## config.mk

```make
export PLATFORM = sky130hd
export DESIGN_NAME = slot_allocator_flat
export DESIGN_NICKNAME = d
export VERILOG_FILES = /design/src/rtl/slot_allocator_if.sv /design/src/rtl/slot_allocator.sv /design/src/flat_wrapper.sv
export SDC_FILE = /design/constraint.sdc
export NUM_CORES = 1
export LEC_CHECK = 0
export CORE_MARGIN = 2
export CORE_UTILIZATION = 35
export DETAILED_ROUTE_END_ITERATION = 10
export GPL_TIMING_DRIVEN = 0
export PLACE_DENSITY = 0.66
export SLEW_MARGIN = 20
export SYNTH_ARGS = -nofsm -noshare
export SYNTH_HDL_FRONTEND = slang
export SYNTH_SLANG_ARGS = --single-unit
export TNS_END_PERCENT = 50
```

## constraint.sdc

```tcl
create_clock -name clk -period 9.1 [get_ports clk]
set_input_delay 1.82 -clock clk [delete_from_list [all_inputs] [get_ports clk]]
set_output_delay 1.82 -clock clk [all_outputs]
set_load 0.02 [all_outputs]
```

## src/rtl/slot_allocator_if.sv

```systemverilog
// Command, status and encoder/decoder signals of the slot allocator, bundled with
// a master (requester + encoder/decoder side) and a slave (allocator) view.
interface slot_allocator_if #(
  parameter int NSLOT = 20,
  parameter int IDW   = 5
);
  logic             alloc_req;
  logic             free_req;
  logic [IDW-1:0]   free_id;
  logic             clear;
  logic [NSLOT-1:0] occ;
  logic [IDW-1:0]   ff_idx;
  logic [IDW-1:0]   dec_idx;
  logic [NSLOT-1:0] dec_onehot;
  logic             alloc_ack;
  logic [IDW-1:0]   alloc_id;
  logic             alloc_fail;
  logic             free_err;
  logic [IDW-1:0]   used_cnt;
  logic [IDW-1:0]   peak_cnt;
  logic             full;
  logic             empty;

  modport master (
    output alloc_req, free_req, free_id, clear, ff_idx, dec_onehot,
    input  occ, dec_idx, alloc_ack, alloc_id, alloc_fail, free_err,
           used_cnt, peak_cnt, full, empty
  );

  modport slave (
    input  alloc_req, free_req, free_id, clear, ff_idx, dec_onehot,
    output occ, dec_idx, alloc_ack, alloc_id, alloc_fail, free_err,
           used_cnt, peak_cnt, full, empty
  );
endinterface

```

## src/rtl/slot_allocator.sv

```systemverilog
// Slot-occupancy owner: grants lowest free slot IDs (1-based) using an external
// first-free encoder and releases slots using an external one-hot decoder.
module slot_allocator #(
  parameter int NSLOT = 20,
  parameter int IDW   = 5
) (
  input logic              clk,
  input logic              rst_n,
  slot_allocator_if.slave  bus
);

  // Handshake: alloc_req/free_req/clear are single-cycle commands sampled on
  // every rising edge with no back-pressure; ack/fail/err answer one cycle later.

  logic [NSLOT-1:0] r_occ;
  logic             r_alloc_ack;
  logic [IDW-1:0]   r_alloc_id;
  logic             r_alloc_fail;
  logic             r_free_err;
  logic [IDW-1:0]   r_used_cnt;
  logic [IDW-1:0]   r_peak_cnt;
  logic             r_full;
  logic             r_empty;

  logic [NSLOT-1:0] w_alloc_mask;
  logic [NSLOT-1:0] w_free_hit;
  logic [NSLOT-1:0] w_occ_next;
  logic             w_alloc_ok;
  logic             w_free_ok;
  logic [IDW-1:0]   w_used_next;

  // An out-of-range encoder result yields an empty mask and is treated as "none".
  always_comb begin
    w_alloc_mask = '0;
    for (int i = 0; i < NSLOT; i++) begin
      w_alloc_mask[i] = (bus.ff_idx == IDW'(i + 1));
    end
  end

  always_comb begin
    w_alloc_ok  = bus.alloc_req && (|w_alloc_mask);
    w_free_hit  = r_occ & bus.dec_onehot;
    w_free_ok   = bus.free_req && (|w_free_hit);
    w_occ_next  = r_occ;
    if (w_alloc_ok) w_occ_next = w_occ_next | w_alloc_mask;
    if (w_free_ok)  w_occ_next = w_occ_next & ~w_free_hit;
    w_used_next = r_used_cnt + {{(IDW-1){1'b0}}, w_alloc_ok}
                             - {{(IDW-1){1'b0}}, w_free_ok};
  end

  always_ff @(posedge clk or negedge rst_n) begin
    if (!rst_n) begin
      r_occ        <= '0;
      r_alloc_ack  <= 1'b0;
      r_alloc_id   <= '0;
      r_alloc_fail <= 1'b0;
      r_free_err   <= 1'b0;
      r_used_cnt   <= '0;
      r_peak_cnt   <= '0;
      r_full       <= 1'b0;
      r_empty      <= 1'b1;
    end else if (bus.clear) begin
      r_occ        <= '0;
      r_alloc_ack  <= 1'b0;
      r_alloc_fail <= 1'b0;
      r_free_err   <= 1'b0;
      r_used_cnt   <= '0;
      r_peak_cnt   <= '0;
      r_full       <= 1'b0;
      r_empty      <= 1'b1;
    end else begin
      r_occ        <= w_occ_next;
      r_alloc_ack  <= w_alloc_ok;
      if (w_alloc_ok) r_alloc_id <= bus.ff_idx;
      r_alloc_fail <= bus.alloc_req && !w_alloc_ok;
      r_free_err   <= bus.free_req && !w_free_ok;
      r_used_cnt   <= w_used_next;
      if (w_used_next > r_peak_cnt) r_peak_cnt <= w_used_next;
      r_full       <= (w_used_next == IDW'(NSLOT));
      r_empty      <= (w_used_next == '0);
    end
  end

  assign bus.occ        = r_occ;
  assign bus.dec_idx    = bus.free_id;
  assign bus.alloc_ack  = r_alloc_ack;
  assign bus.alloc_id   = r_alloc_id;
  assign bus.alloc_fail = r_alloc_fail;
  assign bus.free_err   = r_free_err;
  assign bus.used_cnt   = r_used_cnt;
  assign bus.peak_cnt   = r_peak_cnt;
  assign bus.full       = r_full;
  assign bus.empty      = r_empty;

endmodule

```

## src/flat_wrapper.sv

```systemverilog
// flat-port wrapper written by rule: the top's interface ports become plain ports
module slot_allocator_flat 
#(
  parameter int NSLOT = 20,
  parameter int IDW   = 5
)
  (clk, rst_n, bus_alloc_req, bus_free_req, bus_free_id, bus_clear, bus_ff_idx, bus_dec_onehot, bus_occ, bus_dec_idx, bus_alloc_ack, bus_alloc_id, bus_alloc_fail, bus_free_err, bus_used_cnt, bus_peak_cnt, bus_full, bus_empty);
  slot_allocator_if #(.NSLOT(NSLOT), .IDW(IDW)) bus_i ();
  input logic clk;
  input logic rst_n;
  input wire logic [$bits(bus_i.alloc_req)-1:0] bus_alloc_req;
  input wire logic [$bits(bus_i.free_req)-1:0] bus_free_req;
  input wire logic [$bits(bus_i.free_id)-1:0] bus_free_id;
  input wire logic [$bits(bus_i.clear)-1:0] bus_clear;
  input wire logic [$bits(bus_i.ff_idx)-1:0] bus_ff_idx;
  input wire logic [$bits(bus_i.dec_onehot)-1:0] bus_dec_onehot;
  output wire logic [$bits(bus_i.occ)-1:0] bus_occ;
  output wire logic [$bits(bus_i.dec_idx)-1:0] bus_dec_idx;
  output wire logic [$bits(bus_i.alloc_ack)-1:0] bus_alloc_ack;
  output wire logic [$bits(bus_i.alloc_id)-1:0] bus_alloc_id;
  output wire logic [$bits(bus_i.alloc_fail)-1:0] bus_alloc_fail;
  output wire logic [$bits(bus_i.free_err)-1:0] bus_free_err;
  output wire logic [$bits(bus_i.used_cnt)-1:0] bus_used_cnt;
  output wire logic [$bits(bus_i.peak_cnt)-1:0] bus_peak_cnt;
  output wire logic [$bits(bus_i.full)-1:0] bus_full;
  output wire logic [$bits(bus_i.empty)-1:0] bus_empty;
  assign bus_i.alloc_req = bus_alloc_req;
  assign bus_i.free_req = bus_free_req;
  assign bus_i.free_id = bus_free_id;
  assign bus_i.clear = bus_clear;
  assign bus_i.ff_idx = bus_ff_idx;
  assign bus_i.dec_onehot = bus_dec_onehot;
  assign bus_occ = bus_i.occ;
  assign bus_dec_idx = bus_i.dec_idx;
  assign bus_alloc_ack = bus_i.alloc_ack;
  assign bus_alloc_id = bus_i.alloc_id;
  assign bus_alloc_fail = bus_i.alloc_fail;
  assign bus_free_err = bus_i.free_err;
  assign bus_used_cnt = bus_i.used_cnt;
  assign bus_peak_cnt = bus_i.peak_cnt;
  assign bus_full = bus_i.full;
  assign bus_empty = bus_i.empty;
  slot_allocator #(.NSLOT(NSLOT), .IDW(IDW)) u_core (.clk(clk), .rst_n(rst_n), .bus(bus_i));
endmodule
```

==> impl_results.md <==
* Ys async rst share at 1.00
* Cell count after synthesis at 207
* Final setup violation count at 0
* Fraction of layout cells with a size suffix above 1 at 0.0871
* TritonCTS buffer count at 5
* Post-route ant nets at 0
* Row cnt at 28
* Hold_buf cts at 0
* WHS Endpoint: u_core.bus.alloc_id[1]
* Outcome: complete, no violations
* Core area at 5960 sq um
* Least-Margin Pin Slew at 0.809 ns
* Die area at 6810 sq um
* Ports at 80
* Max clock buf depth at 2
* Register bit total from synthesis at 40
* Number of synthesized flops with an enable pin at 0
* Total leakage power at 1.36 nW
* Detailed Route Iter0 Violations at 111
* Clk slew on worst S/H paths at 0.08 ns
* Inst Count DP at 354
* Hold Startpoint: u_core.bus.alloc_id[1]
* Reg2reg setup slack at 4.86 ns
* Min-delay worst type: reg -> reg
* Most frequent cells in the layout: clkdlybuf4s50_1, dfrtp_1, nor2_1, a311oi_1, inv_1
* Most common cell after layout, fill and taps aside: clkdlybuf4s50_1
* H-Tree Depth at 2
* Synth unique cells at 39
* Max Slew Vio Count at 0
* Reg2reg start: u_core.bus.occ[8]
* Design area at 3100 sq um
* Overall routing resource usage at 0.173
* Hold Violations, Final at 0
* Worst Hold Depth at 1
* Period utilisation layout at 0.633
* Clk sinks at 40
* Avg WL per Cell at 15.8 um
* CTS tree: yes
* Syn Std Cell Area at 2160 sq um
* Placed inst area at 2980 sq um
* First-pass GRT wire length at 8890 um
* RSZ-0062 raised after global routing: false
* Peak VDD IR at 0.185 mV
* Pwr Density at 237 nW/um^2
* R2R depth at 19
* Critical Path RT at 9.27 ns
* Die W at 82.5 um
* Achievable Freq at 174 MHz
* Setup_tns at 0 ns
* DRC viols at 0
* Register area share after synthesis at 0.465
* Routed WL at 5700 um
* Post_cts resized at 0
* Routed vias/inst at 5.36
* Critical Path End Type: flop
* Via count at 1940
* Worst skew pair latency at 0.29 ns
* DR pass1 iterations at 4
* Yosys warnings at 0
* Die H at 82.5 um
* Number of global-route vias before repair at 1838
* Avg Inst Size Synth at 10.4 sq um
* Post-layout min period at 5.76 ns
* Total grt overflow at 0
* Worst Path Max Fanout at 6
* Post-DP HPWL at 4350 um
* Initial antenna violation count at 0
* Crit Path Class: in -> reg
* Syn_nets at 253
* Worst reg2reg endpoint: u_core.bus.peak_cnt[0]
* Area growth syn-to-layout at 43.9%
* Rel. slew slack at 0.460
* WP data arrival at 5.93 ns
* Initial Util at 0.362
* RePlAce Congestion at 0.827
* Crit path launch type: input pin
* Root buffer cell: clkbuf_8
* Ys flop type: dfrtp_1
* Largest net degree at the start of global routing at 25
* Max Cap Violations at 0
* Antenna cell count at 0
* Post-layout net count at 332
* Final Skew at 0.00713 ns
* Post-CTS Setup Bufs at 0
* # port buffers at 71
* Non-filler instance count after layout at 362
[cell families after synthesis]
| family | count (synthesis) | synth area share |
|---|---|---|
| AOI/OAI and AO/OA | 59 | 0.196 |
| and+or+nand+nor | 51 | 0.118 |
| xor gates and xnor gates | 4 | 0.0162 |
| DFF | 40 | 0.465 |
| buffers and inverters | 33 | 0.0841 |
| muxes | 9 | 0.0534 |
| adders and majority gates | 11 | 0.0673 |
[metrics by stage]
stage / util / power (mW) / hold WS, ns / setup WS [ns]
after floorplan: - / 0.471 / 0.626 / 4.06
final: 0.521 / 0.737 / 0.514 / 3.34
after detailed placement: 0.500 / 0.582 / 0.501 / 3.03
after CTS: 0.521 / 0.742 / 0.520 / 3.33
after global routing: 0.521 / 0.787 / 0.533 / 2.99
after global placement: 0.497 / 0.572 / 0.496 / 3.08
[power by group]
group	total, mW	internal [mW]	switching [mW]
clock	0.160	0.0968	0.0627
combinational	0.362	0.172	0.189
sequential	0.216	0.202	0.0136
[synthesized netlist by cell type (all sizes together) (5+ instances only)]
cell / number / area, sq um
a21oi: 15 / 75.1
a22oi: 10 / 75.1
a311oi: 20 / 175
buf: 8 / 71.3
clkbuf: 6 / 32.5
dfrtp: 39 / 976
ha: 10 / 125
inv: 18 / 67.6
mux2: 5 / 75.1
nand2: 6 / 22.5
nor2: 21 / 78.8
nor2b: 5 / 31.3
[critical path, cell delays in order]
cell	delay, ns
clkdlybuf4s50_1	0.42
a22oi_1	0.22
nand4_1	0.15
nor3_1	0.21
nand3_1	0.14
and2_1	0.19
ha_1	0.26
inv_1	0.05
ha_1	0.15
inv_1	0.05
fa_1	0.38
nand2b_1	0.16
a21oi_1	0.16
xnor2_1	0.26
ha_1	0.34
nand2_1	0.08
o22ai_1	0.06
a21oi_1	0.49
mux2i_1	0.26
nor2_1	0.05
[registers in the layout (all words and copies together), names as in the netlist]
signal and cells:
u_core.bus.peak_cnt 5, u_core.bus.alloc_fail 1, u_core.bus.occ 20, u_core.bus.used_cnt 5, u_core.bus.full 1, u_core.bus.empty 1, u_core.bus.free_err 1, u_core.bus.alloc_id 5
u_core.bus.alloc_ack 1
[how the worst max path moves through the flow]
stage	end	start	slack (ns)	cells past startpoint
after floorplan	u_core.bus.peak_cnt[0]	bus_dec_onehot[12]	4.06	19
after global placement	u_core.bus.peak_cnt[2]	bus_dec_onehot[8]	3.08	20
after detailed placement	u_core.bus.peak_cnt[0]	bus_dec_onehot[2]	3.03	20
after CTS	u_core.bus.peak_cnt[0]	bus_dec_onehot[2]	3.33	20
after global routing	u_core.bus.peak_cnt[1]	bus_dec_onehot[8]	2.99	20
final	u_core.bus.peak_cnt[0]	bus_dec_onehot[8]	3.34	20
[final cells by class]
cell class                      count  area, sq um
Buffer                             15          114
Multi-Input combinational cell    134          973
Tap cell                           75         93.8
Fill cell                         566         2850
Clock inverter                      1         30.0
Sequential cell                    40         1000
Inverter                           18         67.6
Timing Repair Buffer               72          726
Clock buffer                        7         96.3
[layer usage]
layer | GRT usage | vias to the layer above | wire, um
li1 | - | 915 | -
met1 | 0.239 | 947 | 2610
met2 | 0.266 | 67 | 2630
met3 | 0.0315 | 11 | 331
met4 | 0.0738 | 0 | 132
met5 | 0 | - | 0
Note: power is estimated with default switching activity, not from simulation.
